<file path="src/rtl/pe_tile_sched.sv">
// Row-tile scheduler for a single PE: sends the config, streams filter/ifmap/ipsum
// words from the GLB read port through one staging register, and writes opsums back.
module pe_tile_sched #(
  parameter int DATA_W = 32,
  parameter int ADDR_W = 16,
  parameter int CFG_W  = 10
) (
  input  logic              clk,
  input  logic              rst,
  input  logic              start,
  input  logic [CFG_W-1:0]  cfg,
  input  logic [4:0]        num_cols,
  input  logic [ADDR_W-1:0] filt_base,
  input  logic [ADDR_W-1:0] ifmap_base,
  input  logic [ADDR_W-1:0] ipsum_base,
  input  logic [ADDR_W-1:0] opsum_base,
  output logic              busy,
  output logic              done,
  output logic              rd_en,
  output logic [ADDR_W-1:0] rd_addr,
  input  logic [DATA_W-1:0] rd_data,
  output logic              wr_en,
  output logic [ADDR_W-1:0] wr_addr,
  output logic [DATA_W-1:0] wr_data,
  output logic              PE_en,
  output logic [CFG_W-1:0]  i_config,
  output logic [DATA_W-1:0] ifmap,
  output logic [DATA_W-1:0] filter,
  output logic [DATA_W-1:0] ipsum,
  output logic              ifmap_valid,
  output logic              filter_valid,
  output logic              ipsum_valid,
  input  logic              ifmap_ready,
  input  logic              filter_ready,
  input  logic              ipsum_ready,
  input  logic [DATA_W-1:0] opsum,
  input  logic              opsum_valid,
  output logic              opsum_ready
);

  localparam logic [2:0] S_IDLE  = 3'd0;
  localparam logic [2:0] S_CFG   = 3'd1;
  localparam logic [2:0] S_FILT  = 3'd2;
  localparam logic [2:0] S_IFMAP = 3'd3;
  localparam logic [2:0] S_IPSUM = 3'd4;
  localparam logic [2:0] S_OPSUM = 3'd5;
  localparam logic [2:0] S_SLIDE = 3'd6;
  localparam logic [2:0] S_DONE  = 3'd7;

  logic [2:0]        state_r;
  logic [CFG_W-1:0]  cfg_r;
  logic [2:0]        p_r;
  logic [4:0]        cols_r;
  logic [4:0]        col_r;
  logic [ADDR_W-1:0] filt_base_r;
  logic [ADDR_W-1:0] ifmap_base_r;
  logic [ADDR_W-1:0] ipsum_base_r;
  logic [ADDR_W-1:0] opsum_base_r;
  logic [3:0]        rd_cnt_r;
  logic [3:0]        hs_cnt_r;
  logic              pend_r;
  logic              buf_full_r;
  logic [DATA_W-1:0] buf_r;

  logic              load_s;
  logic [3:0]        n_words_s;
  logic              ready_s;
  logic              hs_s;
  logic              last_hs_s;
  logic              rd_en_s;
  logic [ADDR_W-1:0] rd_addr_s;
  logic              op_hs_s;
  logic              op_last_s;
  logic              more_cols_s;
  logic [ADDR_W-1:0] col4_s;
  logic [ADDR_W-1:0] col1_s;
  logic [ADDR_W-1:0] rd_k_s;
  logic [ADDR_W-1:0] wr_k_s;

  assign col4_s = {{(ADDR_W-7){1'b0}}, col_r, 2'b00};
  assign col1_s = {{(ADDR_W-5){1'b0}}, col_r};
  assign rd_k_s = {{(ADDR_W-4){1'b0}}, rd_cnt_r};
  assign wr_k_s = {{(ADDR_W-4){1'b0}}, hs_cnt_r};

  // Phase word count, phase ready select and read address for the current load phase
  always_comb begin
    load_s    = 1'b0;
    n_words_s = 4'd0;
    ready_s   = 1'b0;
    rd_addr_s = {ADDR_W{1'b0}};
    case (state_r)
      S_FILT: begin
        load_s    = 1'b1;
        n_words_s = {1'b0, p_r} + {p_r, 1'b0};
        ready_s   = filter_ready;
        rd_addr_s = filt_base_r + rd_k_s;
      end
      S_IFMAP: begin
        load_s    = 1'b1;
        n_words_s = 4'd3;
        ready_s   = ifmap_ready;
        rd_addr_s = ifmap_base_r + rd_k_s;
      end
      S_SLIDE: begin
        load_s    = 1'b1;
        n_words_s = 4'd1;
        ready_s   = ifmap_ready;
        rd_addr_s = ifmap_base_r + {{(ADDR_W-2){1'b0}}, 2'b10} + col1_s;
      end
      S_IPSUM: begin
        load_s    = 1'b1;
        n_words_s = 4'd4;
        ready_s   = ipsum_ready;
        rd_addr_s = ipsum_base_r + col4_s + rd_k_s;
      end
      default: begin
        load_s    = 1'b0;
        n_words_s = 4'd0;
        ready_s   = 1'b0;
        rd_addr_s = {ADDR_W{1'b0}};
      end
    endcase
  end

  // A new read may only start once the previous word has landed, so the single
  // staging register can never be overrun while the PE stalls.
  assign hs_s        = load_s && buf_full_r && ready_s;
  assign last_hs_s   = hs_s && (hs_cnt_r == (n_words_s - 4'd1));
  assign rd_en_s     = load_s && (rd_cnt_r < n_words_s) && !pend_r && (!buf_full_r || hs_s);
  assign op_hs_s     = (state_r == S_OPSUM) && opsum_valid;
  assign op_last_s   = op_hs_s && (hs_cnt_r == 4'd3);
  assign more_cols_s = ({1'b0, col_r} + 6'd1) < {1'b0, cols_r};

  // Tile sequencing and latching of the tile parameters on start
  always_ff @(posedge clk or posedge rst) begin
    if (rst) begin
      state_r      <= S_IDLE;
      cfg_r        <= {CFG_W{1'b0}};
      p_r          <= 3'd0;
      cols_r       <= 5'd0;
      col_r        <= 5'd0;
      filt_base_r  <= {ADDR_W{1'b0}};
      ifmap_base_r <= {ADDR_W{1'b0}};
      ipsum_base_r <= {ADDR_W{1'b0}};
      opsum_base_r <= {ADDR_W{1'b0}};
    end else begin
      case (state_r)
        S_IDLE: begin
          if (start) begin
            cfg_r        <= cfg;
            p_r          <= {1'b0, cfg[8:7]} + 3'd1;
            cols_r       <= (num_cols == 5'd0) ? 5'd1 : num_cols;
            col_r        <= 5'd0;
            filt_base_r  <= filt_base;
            ifmap_base_r <= ifmap_base;
            ipsum_base_r <= ipsum_base;
            opsum_base_r <= opsum_base;
            state_r      <= S_CFG;
          end
        end
        S_CFG:   state_r <= S_FILT;
        S_FILT:  if (last_hs_s) state_r <= S_IFMAP;
        S_IFMAP: if (last_hs_s) state_r <= S_IPSUM;
        S_SLIDE: if (last_hs_s) state_r <= S_IPSUM;
        S_IPSUM: if (last_hs_s) state_r <= S_OPSUM;
        S_OPSUM: begin
          if (op_last_s) begin
            if (more_cols_s) begin
              col_r   <= col_r + 5'd1;
              state_r <= S_SLIDE;
            end else begin
              state_r <= S_DONE;
            end
          end
        end
        S_DONE:  state_r <= S_IDLE;
        default: state_r <= S_IDLE;
      endcase
    end
  end

  // Per-phase read/handshake counters; hs_cnt_r doubles as the opsum word index
  always_ff @(posedge clk or posedge rst) begin
    if (rst) begin
      rd_cnt_r <= 4'd0;
      hs_cnt_r <= 4'd0;
    end else if (state_r == S_OPSUM) begin
      rd_cnt_r <= 4'd0;
      if (op_hs_s) hs_cnt_r <= op_last_s ? 4'd0 : hs_cnt_r + 4'd1;
    end else if (!load_s || last_hs_s) begin
      rd_cnt_r <= 4'd0;
      hs_cnt_r <= 4'd0;
    end else begin
      rd_cnt_r <= rd_cnt_r + {3'd0, rd_en_s};
      hs_cnt_r <= hs_cnt_r + {3'd0, hs_s};
    end
  end

  // Staging register: fills one cycle after a read, empties on a PE handshake
  always_ff @(posedge clk or posedge rst) begin
    if (rst) begin
      pend_r     <= 1'b0;
      buf_full_r <= 1'b0;
      buf_r      <= {DATA_W{1'b0}};
    end else begin
      pend_r <= rd_en_s;
      if (pend_r) begin
        buf_r      <= rd_data;
        buf_full_r <= 1'b1;
      end else if (hs_s) begin
        buf_full_r <= 1'b0;
      end
    end
  end

  assign busy         = (state_r != S_IDLE) && (state_r != S_DONE);
  assign done         = (state_r == S_DONE);
  assign PE_en        = (state_r == S_CFG);
  assign i_config     = cfg_r;
  assign rd_en        = rd_en_s;
  assign rd_addr      = rd_en_s ? rd_addr_s : {ADDR_W{1'b0}};
  assign filter       = buf_r;
  assign ifmap        = buf_r;
  assign ipsum        = buf_r;
  assign filter_valid = (state_r == S_FILT) && buf_full_r;
  assign ifmap_valid  = ((state_r == S_IFMAP) || (state_r == S_SLIDE)) && buf_full_r;
  assign ipsum_valid  = (state_r == S_IPSUM) && buf_full_r;
  assign opsum_ready  = (state_r == S_OPSUM);
  assign wr_en        = op_hs_s;
  assign wr_addr      = op_hs_s ? (opsum_base_r + col4_s + wr_k_s) : {ADDR_W{1'b0}};
  assign wr_data      = op_hs_s ? opsum : {DATA_W{1'b0}};

endmodule
</file>
<file path="config.mk">
export PLATFORM = sky130hd
export DESIGN_NAME = pe_tile_sched
export DESIGN_NICKNAME = d
export VERILOG_FILES = /design/src/rtl/pe_tile_sched.sv
export SDC_FILE = /design/constraint.sdc
export NUM_CORES = 1
export LEC_CHECK = 0
export CORE_MARGIN = 2
export CORE_UTILIZATION = 46
export DETAILED_ROUTE_END_ITERATION = 8
export PLACE_DENSITY_LB_ADDON = 0.3
export SLEW_MARGIN = 25
export SYNTH_ARGS = -nofsm -noshare
export SYNTH_HDL_FRONTEND = slang
export SYNTH_SLANG_ARGS = --single-unit
</file>
<file path="constraint.sdc">
create_clock -name clk -period 6.13 [get_ports clk]
set_input_delay 1.226 -clock clk [delete_from_list [all_inputs] [get_ports clk]]
set_output_delay 1.226 -clock clk [all_outputs]
set_load 0.05 [all_outputs]
</file>
==> impl_metrics.py, run 1 <==
metrics = {
    "critical_path": {
        "critical_path_class": "flop to output port",
        "worstPathArrival_ns": 4.34,
        "worstPathMaxFanout": 20,
        "cp-end-kind": "output port",
        "required_ns": 4.90,
        "crit_path_max_incr_delay_ns": 0.83,
        "cp_cell_sequence": "inv_1, nor3_1, buf_4, nand2_1, nand2_1, ha_1, inv_1, fa_1, nor2b_1, o21a_1, o2111ai_1, o21ai_0, a32oi_1, a21oi_1, clkdlybuf4s50_1",
        "slowest_stage": "clkdlybuf4s50_1",
        "crit_path_start_kind": "flop",
    },
    "global_routing": {
        "grt_usage": 0.257,
        "use_met1": 0.311,
        "use_met2": 0.455,
        "grt_pass1_vias": 7566,
        "antenna_found_initial": 1,
        "grt_pass1_wl_um": 40600,
        "busiest_layer": "met2",
        "use_met3": 0.0500,
        "overflow": 0,
        "grt_max_degree": 56,
    },
    "sta": {
        "rsz0062_at_grt": "no",
        "fmax_mhz": 180,
        "drv_slew": 0,
        "tightest_slew_ns": 0.742,
        "final-hold-violation-count": 0,
        "finalSetupTns_ns": 0,
        "fin_crit_sh": 0.908,
        "maxSlewHeadroom": 0.500,
        "layout_min_cycle_time_ns": 5.57,
        "finalSetupViolations": 0,
        "skew_ns": 0.00664,
    },
    "synth": {
        "netlist_instances": 886,
        "synth_xor_area_frac": 0.0481,
        "synth_most_common_cell": "dfrtp_1",
        "synth_compound_area_frac": 0.113,
        "synthMuxAreaShare": 0.151,
        "synth_edf_count": 0,
        "synthTopCellsByArea": "dfrtp_1 37%, mux2_2 14%, ha_1 7.6%",
        "synth_top_cell_area_share": 0.371,
        "synth_top_family_by_area": "multiplexers",
        "synth_cell_types": 57,
        "ys.flop_type": "dfrtp_1",
        "yosysSeqAreaShare": 0.371,
        "synth_warnings": 0,
        "yosys.area.top_type": "dfrtp_1",
        "syn-num-nets": 1099,
        "synth_commonest_cells": "132 x dfrtp_1, 108 x mux2_2, 66 x buf_4",
        "syn_avg_cell_area_um2": 10.1,
        "ys_ff_latch": 132,
        "synth_area_mm2": 0.00891,
        "synth_fa_ha_area_frac": 0.0960,
        "synth-simple-area-share": 0.134,
        "ys_async_sr_fraction": 1.00,
    },
    "routing": {
        "route.vias.total": 7613,
        "dr.pass1.iters": 5,
        "detail-route-antenna-nets": 0,
        "wl_per_cell_um": 18.6,
        "remaining_drc_errors": 0,
        "wl_um": 26400,
        "drt-initial-drc-count": 349,
        "viasPerCell": 5.37,
    },
    "clock_network": {
        "postCtsHoldBufs": 0,
        "cts_sinks": 132,
        "root_buffer": "clkbuf_16",
        "clock_path_buffers": 2,
        "path_clk_slew_ns": 0.07,
        "cts_buffers": 17,
        "cts_setup_buffers": 0,
        "cts_tree": "done",
        "htreeDepth": 4,
        "clk_latency_ns": 0.43,
    },
    "layout": {
        "fin_nets": 1356,
        "area_growth_pct": 41.3,
        "layout.cells.non_filler": 1417,
        "multi_input_area_mm2": 0.00485,
        "drive_gt1_frac": 0.143,
        "n_fill_cell": 1515,
        "regArea_mm2": 0.00331,
    },
    "power_and_ir_drop": {
        "power.total_w": 0.00722,
        "p_leak_nw": 5.30,
        "ir_drop_v": 0.000301,
        "p_per_area_mw_per_mm2": 573,
    },
    "flow_run": {
        "maxCapViolCount": 0,
    },
    "die": {
        "rows": 50,
        "dieArea_mm2": 0.0205,
        "start_util": 0.473,
        "core_mm2": 0.0188,
        "die_h_um": 143,
        "fp.dieW_um": 143,
        "ios": 329,
    },
    "placed_design": {
        "gp_congestion": 0.894,
        "portBuffers": 328,
        "dp_hpwl_um": 20300,
        "dp_cells": 1384,
    },
    "outcome": {
        "status": "completed",
    },
    "hold_path": {
        "hold_path_class": "flop to flop",
    },
}
## layer usage
metal / part of all wire / wire length (µm)
met5: 0 / 0
met4: 0.024 / 629
met3: 0.058 / 1530
met2: 0.52 / 13800
met1: 0.40 / 10500
## state kept, by name (all words and copies together), names as in the netlist
signal        flops
cols_r            5
state_r           3
hs_cnt_r          4
opsum_base_r     16
col_r             5
rd_cnt_r          4
pend_r            1
filter           32
buf_full_r        1
p_r               3
ipsum_base_r     16
ifmap_base_r     16
i_config         10
filt_base_r      16
## worst max-delay path: cells and delay by family, from the launching register on
kind	cells	cell delay (ns)
buf+inv	4	1.30
flops	1	0.60
simple gates	4	0.44
fa+ha+maj	2	0.58
compound gates	5	0.98
## layout make-up
class / count / share of cell area
clock inverter: 15 / 0.0156
tap: 260 / 0.0258
antenna: 1 / 0.000199
multi-input combinational: 620 / 0.385
clock buffer: 17 / 0.0338
sequential: 132 / 0.262
inverter: 32 / 0.00973
timing repair buffer: 340 / 0.268
## cell families (layout without fill, tap and decap cells)
| family | Yosys count | in the layout |
|---|---|---|
| AOI/OAI and AO/OA | 157 | 157 |
| and+or+nand+nor | 230 | 230 |
| muxes | 121 | 121 |
| buffers and inverters | 134 | 404 |
| adders and majority gates | 63 | 63 |
| other | 0 | 1 |
| xor gates and xnor gates | 49 | 49 |
| DFF | 132 | 132 |
## cells in the final DEF (no fill, tap or decap), types with 7 or more instances in the layout
cell type / instances
o21bai_1: 7
xnor2_1: 37
nor3_1: 18
mux2_2: 108
clkbuf_16: 17
o21ai_0: 40
clkdlybuf4s50_1: 328
fa_1: 9
nor2_1: 42
and3_1: 44
a211oi_1: 11
dfrtp_1: 130
ha_1: 54
xor2_1: 12
buf_4: 12
mux2i_1: 13
a22oi_1: 7
inv_1: 31
nand2_1: 56
nand3_1: 19
nand2b_1: 8
o211ai_1: 7
a21oi_1: 37
## worst paths after layout
check                       startpoint         endpoint  slack, ns  depth (start not counted)
setup / recovery            state_r[1]      rd_addr[10]       0.56                         15
hold / removal             i_config[5]      i_config[5]       0.51                          1
setup reg to reg                p_r[0]      rd_cnt_r[2]       2.69                         13
hold reg to reg            i_config[5]      i_config[5]       0.51                          1
max in group asynchronous          rst  ipsum_base_r[4]       3.78                          3
min in group asynchronous          rst        filter[0]       1.22                          2
## report_power, final
| group | leakage, nW | total (W) | internal [W] | switching, W |
|---|---|---|---|---|
| clock | 0.295 | 0.00108 | 0.000651 | 0.000429 |
| sequential | 1.59 | 0.00174 | 0.00128 | 0.000457 |
| combinational | 3.41 | 0.00440 | 0.00169 | 0.00271 |
| total | 5.30 | 0.00722 | 0.00362 | 0.00360 |
## through the flow
step	utilization	setup slack, ns	hold WS, ns	cell area, µm²
6_report	0.669	0.564	0.508	12600
3_5_place_dp	0.636	0.779	0.494	12000
4_1_cts	0.669	0.287	0.509	12600
5_1_grt	0.669	0.0951	0.517	12600
2_1_floorplan	-	1.38	0.475	8910
3_3_place_gp	0.636	0.873	0.488	12000
## timing repair
action / in CTS / in global routing
hold endpoints to repair: 0 / 0
resized for setup: 0 / 2
endpoints found under the setup margin: 0 / 4
(Power assumes the default switching activity.)
==> inputs of run 2 (changes only) <==
--- a/config.mk
+++ b/config.mk
@@ -8,7 +8,7 @@
 export CORE_MARGIN = 2
 export CORE_UTILIZATION = 46
 export DETAILED_ROUTE_END_ITERATION = 8
-export PLACE_DENSITY_LB_ADDON = 0.3
+export PLACE_DENSITY = 0.84
 export SLEW_MARGIN = 25
 export SYNTH_ARGS = -nofsm -noshare
 export SYNTH_HDL_FRONTEND = slang
==> impl_metrics.py, run 2 (synthesis results as in run 1) <==
metrics = {
    "sta": {
        "maxSlewHeadroom": 0.349,
        "setup_ws_ns": 0.432,
        "drv_slew": 0,
        "skew_ns": 0.00759,
        "fmax_mhz": 175,
        "hold_slack_ns": 0.505,
        "finalSetupViolations": 0,
        "rsz0062_at_grt": "no",
        "tightest_slew_ns": 0.976,
        "fin_crit_sh": 0.930,
        "finalSetupTns_ns": 0,
        "layout_min_cycle_time_ns": 5.70,
        "final-hold-violation-count": 0,
    },
    "die": {
        "dieArea_mm2": 0.0205,
        "core_mm2": 0.0188,
        "die_h_um": 143,
        "ios": 329,
        "start_util": 0.473,
        "fp.dieW_um": 143,
        "rows": 50,
    },
    "hold_path": {
        "hold_path_class": "flop to flop",
    },
    "placed_design": {
        "dp_cells": 1382,
        "gp_congestion": 0.874,
        "portBuffers": 328,
        "dp_hpwl_um": 19500,
        "detailedPlace.worstSlack_ns": 0.695,
    },
    "critical_path": {
        "rr_endpoint": "rd_cnt_r[2]",
        "worstSetupStartpoint": "state_r[1]",
        "reg2reg_slack_ns": 2.70,
        "r2r_cells": 13,
        "worstPathMaxFanout": 20,
        "required_ns": 4.90,
        "cp-end-kind": "output port",
        "critPathCapture": "rd_addr[10]",
        "critical_path_class": "flop to output port",
        "crit_path_start_kind": "flop",
        "worstPathArrival_ns": 4.47,
        "r2r_start": "p_r[0]",
    },
    "clock_network": {
        "cts_setup_buffers": 0,
        "htreeDepth": 4,
        "path_clk_slew_ns": 0.06,
        "clock_path_buffers": 2,
        "cts_sinks": 132,
        "cts_tree": "done",
        "root_buffer": "clkbuf_16",
        "clk_latency_ns": 0.42,
        "cts_buffers": 17,
    },
    "layout": {
        "mostFrequentLayoutCell": "clkdlybuf4s50_1",
        "fin_nets": 1354,
        "layout.cells.non_filler": 1414,
        "final_util": 0.668,
        "largest_reg_flops": 32,
        "antenna_cells": 0,
        "drive_gt1_frac": 0.141,
        "area_growth_pct": 41.1,
        "layout_common_cells": "328 x clkdlybuf4s50_1, 130 x dfrtp_1, 108 x mux2_2, 56 x nand2_1, 54 x ha_1",
    },
    "global_routing": {
        "use_met2": 0.421,
        "overflow": 0,
        "use_met3": 0.0641,
        "use_met1": 0.303,
        "grt_pass1_wl_um": 39400,
        "grt_usage": 0.247,
        "grt_max_degree": 81,
        "busiest_layer": "met2",
        "antenna_found_initial": 1,
        "grt_pass1_vias": 7494,
    },
    "routing": {
        "route.vias.total": 7640,
        "dr.pass1.iters": 5,
        "wl_per_cell_um": 18.1,
        "remaining_drc_errors": 0,
        "wl_um": 25600,
        "viasPerCell": 5.40,
        "drt-initial-drc-count": 465,
        "detail-route-antenna-nets": 0,
    },
    "power_and_ir_drop": {
        "p_per_area_mw_per_mm2": 571,
        "p_leak_nw": 5.28,
        "ir_drop_v": 0.000332,
    },
    "flow_run": {
        "maxCapViolCount": 0,
    },
    "outcome": {
        "status": "completed",
    },
}
-- run 2: worst min path at each step --
| stage | start | endpoint | slack [ns] | cells after the start |
|---|---|---|---|---|
| CTS | filt_base_r[2] | filt_base_r[2] | 0.51 | 1 |
| global route | i_config[4] | i_config[4] | 0.53 | 1 |
| global placement | pend_r | buf_full_r | 0.49 | 1 |
| finish | i_config[6] | i_config[6] | 0.50 | 1 |
| detailed placement | filt_base_r[2] | filt_base_r[2] | 0.50 | 1 |
| floorplan | filt_base_r[7] | filt_base_r[7] | 0.47 | 1 |
-- run 2: area by class of cell --
class	instances	area, µm²
fill	1504	6250
multi-input combinational	620	4850
timing repair buffer	338	3360
sequential	132	3310
clock buffer	18	439
tap	260	325
clock inverter	14	176
inverter	32	125
-- run 2: power breakdown --
part	switching (W)	internal (W)	total, W	leakage [nW]
Combinational	0.00269	0.00168	0.00438	3.40
Sequential	0.000448	0.00128	0.00173	1.59
Clock	0.000414	0.000655	0.00107	0.286
-- run 2: layer usage --
layer,up-vias,wire [µm]
li1,3609,-
met1,3689,10300
met2,303,12800
met3,37,1880
met4,2,597
met5,-,15
-- run 2: stage by stage --
stage                     instance area (µm²)  power [W]
after floorplan                          8910    0.00500
after global placement                  12000    0.00603
after detailed placement                12000    0.00612
after CTS                               12600    0.00721
after global routing                    12600    0.00757
final                                   12600    0.00718
-- run 2: critical path: stages (launching register included) --
cell and delay (ns):
dfrtp_2 0.60, inv_1 0.22, nor3_1 0.21, buf_4 0.19
nand2_1 0.06, nand2_1 0.06, ha_1 0.19, inv_1 0.07
fa_1 0.40, nor2b_1 0.18, o21a_1 0.16, o2111ai_1 0.29
o21ai_0 0.27, a32oi_1 0.13, a21oi_1 0.17, clkdlybuf4s50_1 0.83
-- run 2: timing repair --
item	in CTS	in global routing
gates resized for setup	0	2
hold buffers	0	0
setup endpoints to repair	0	7
==> inputs of run 3 (changes only) <==
--- a/config.mk
+++ b/config.mk
@@ -13,3 +13,4 @@
 export SYNTH_ARGS = -nofsm -noshare
 export SYNTH_HDL_FRONTEND = slang
 export SYNTH_SLANG_ARGS = --single-unit
+export TNS_END_PERCENT = 10
==> constraint.sdc (replaced) <==
create_clock -name clk -period 6.2 [get_ports clk]
set_input_delay 1.24 -clock clk [delete_from_list [all_inputs] [get_ports clk]]
set_output_delay 1.24 -clock clk [all_outputs]
set_load 0.05 [all_outputs]
==> impl_metrics.py, run 3 (synthesis results as in run 1) <==
metrics = {
    "outcome": {
        "status": "completed",
    },
    "critical_path": {
        "path_common_cell": "o21ai_0",
        "critical_path_class": "flop to output port",
        "crit_path_start_kind": "flop",
        "worstSetupStartpoint": "state_r[2]",
        "crit_path_max_incr_delay_ns": 0.85,
        "slowest_stage": "clkdlybuf4s50_1",
        "cp-end-kind": "output port",
        "r2r_start": "p_r[0]",
        "worstPathArrival_ns": 4.59,
        "worstPathMaxFanout": 22,
        "cp_cell_sequence": "nand3b_2, buf_4, nand2_1, o21ai_0, ha_1, a211oi_1, o21ai_0, and4_1, xnor2_1, a22oi_1, a21oi_1, clkdlybuf4s50_1",
        "required_ns": 4.96,
    },
    "die": {
        "ios": 329,
        "start_util": 0.473,
        "rows": 50,
        "fp.dieW_um": 143,
        "core_mm2": 0.0188,
        "dieArea_mm2": 0.0205,
        "die_h_um": 143,
    },
    "hold_path": {
        "hold_path_class": "flop to flop",
        "min_from": "i_config[6]",
    },
    "routing": {
        "remaining_drc_errors": 0,
        "route.vias.total": 7597,
        "wl_um": 25800,
        "drt-initial-drc-count": 487,
        "wl_met3_um": 1800,
        "detail-route-antenna-nets": 0,
        "wl_met1_um": 10500,
        "met2_length_um": 12900,
        "wl_per_cell_um": 18.3,
        "dr.pass1.iters": 5,
        "top_layer": "met5",
        "viasPerCell": 5.38,
    },
    "global_routing": {
        "antenna_found_initial": 1,
        "overflow": 0,
        "grt_pass1_vias": 7358,
        "grt_max_degree": 66,
        "grt_pass1_wl_um": 39000,
        "grt_usage": 0.245,
    },
    "sta": {
        "drv_slew": 0,
        "finalSetupViolations": 0,
        "maxSlewHeadroom": 0.355,
        "rsz0062_at_grt": "no",
        "fmax_mhz": 171,
        "final-hold-violation-count": 0,
        "fin_crit_sh": 0.941,
        "layout_min_cycle_time_ns": 5.83,
        "setup_ws_ns": 0.367,
        "skew_ns": 0.00548,
        "finalSetupTns_ns": 0,
        "tightest_slew_ns": 0.966,
    },
    "power_and_ir_drop": {
        "p_leak_nw": 5.25,
        "power.total_w": 0.00704,
        "p_per_area_mw_per_mm2": 562,
        "ir_drop_v": 0.000328,
    },
    "layout": {
        "final_util": 0.666,
        "layout.cells.non_filler": 1413,
        "drive_gt1_frac": 0.141,
        "fin_nets": 1354,
        "area_growth_pct": 40.7,
        "largest_reg_flops": 32,
        "mostFrequentLayoutCell": "clkdlybuf4s50_1",
        "antenna_cells": 0,
        "layout_common_cells": "328 x clkdlybuf4s50_1, 130 x dfrtp_1, 108 x mux2_2, 56 x nand2_1, 54 x ha_1",
    },
    "clock_network": {
        "cts_sinks": 132,
        "cts_tree": "done",
        "path_clk_slew_ns": 0.06,
        "cts_setup_buffers": 0,
        "root_buffer": "clkbuf_16",
        "cts_resized": 0,
        "cts_buffers": 17,
        "postCtsHoldBufs": 0,
        "htreeDepth": 4,
        "clk_latency_ns": 0.42,
        "clock_path_buffers": 2,
    },
    "placed_design": {
        "portBuffers": 328,
        "dp_cells": 1382,
        "detailedPlace.worstSlack_ns": 0.794,
        "dp_hpwl_um": 19700,
        "gp_congestion": 0.888,
    },
    "flow_run": {
        "maxCapViolCount": 0,
    },
}
run 3: cell count changes in the layout (fill, tap and decap cells not counted), sizes merged:
cell,delta
clkinvlp,+2
bufinv,-1
clkbuf,-1
inv,-1
run 3: final cells by class:
type / count / area [µm²]
Inverter: 32 / 123
Sequential cell: 132 / 3310
Tap cell: 260 / 325
Clock buffer: 17 / 425
Multi-Input combinational cell: 620 / 4850
Clock inverter: 14 / 156
Fill cell: 1497 / 6290
Timing Repair Buffer: 338 / 3360
run 3: where the power goes:
| group | switching (W) | total [W] | internal [W] |
|---|---|---|---|
| Combinational | 0.00267 | 0.00434 | 0.00167 |
| Sequential | 0.000443 | 0.00171 | 0.00127 |
| Clock | 0.000401 | 0.000994 | 0.000593 |
| Total | 0.00351 | 0.00704 | 0.00353 |
run 3: final timing paths:
path / endpoint / cells past startpoint / slack (ns)
worst max-delay path: rd_addr[9] / 12 / 0.37
worst max register to register: rd_cnt_r[2] / 13 / 2.79
max in group asynchronous: ipsum_base_r[8] / 3 / 3.74
min in group asynchronous: filter[21] / 2 / 1.34
worst min-delay path: i_config[6] / 1 / 0.50
worst min register to register: i_config[6] / 1 / 0.50
run 3: layer usage:
layer  global-route usage  vias up
met1                0.306     3656
met2                0.418      284
met3               0.0630       38
li1                     -     3617
met5                    0        -
met4               0.0745        2
run 3: critical path, delay by kind of cell (launching register included):
kind | cells | cell delay, ns
AOI/OAI and AO/OA | 5 | 1.16
xor gates and xnor gates | 1 | 0.17
adders and majority gates | 1 | 0.30
buffers and inverters | 2 | 1.14
DFF | 1 | 0.73
and+or+nand+nor | 3 | 0.68
run 3: stage by stage:
step                instance area (µm²)  hold WS, ns
floorplan                          8910        0.475
global placement                  12000        0.489
detailed placement                12000        0.495
CTS                               12500        0.508
global route                      12500        0.527
finish                            12500        0.504
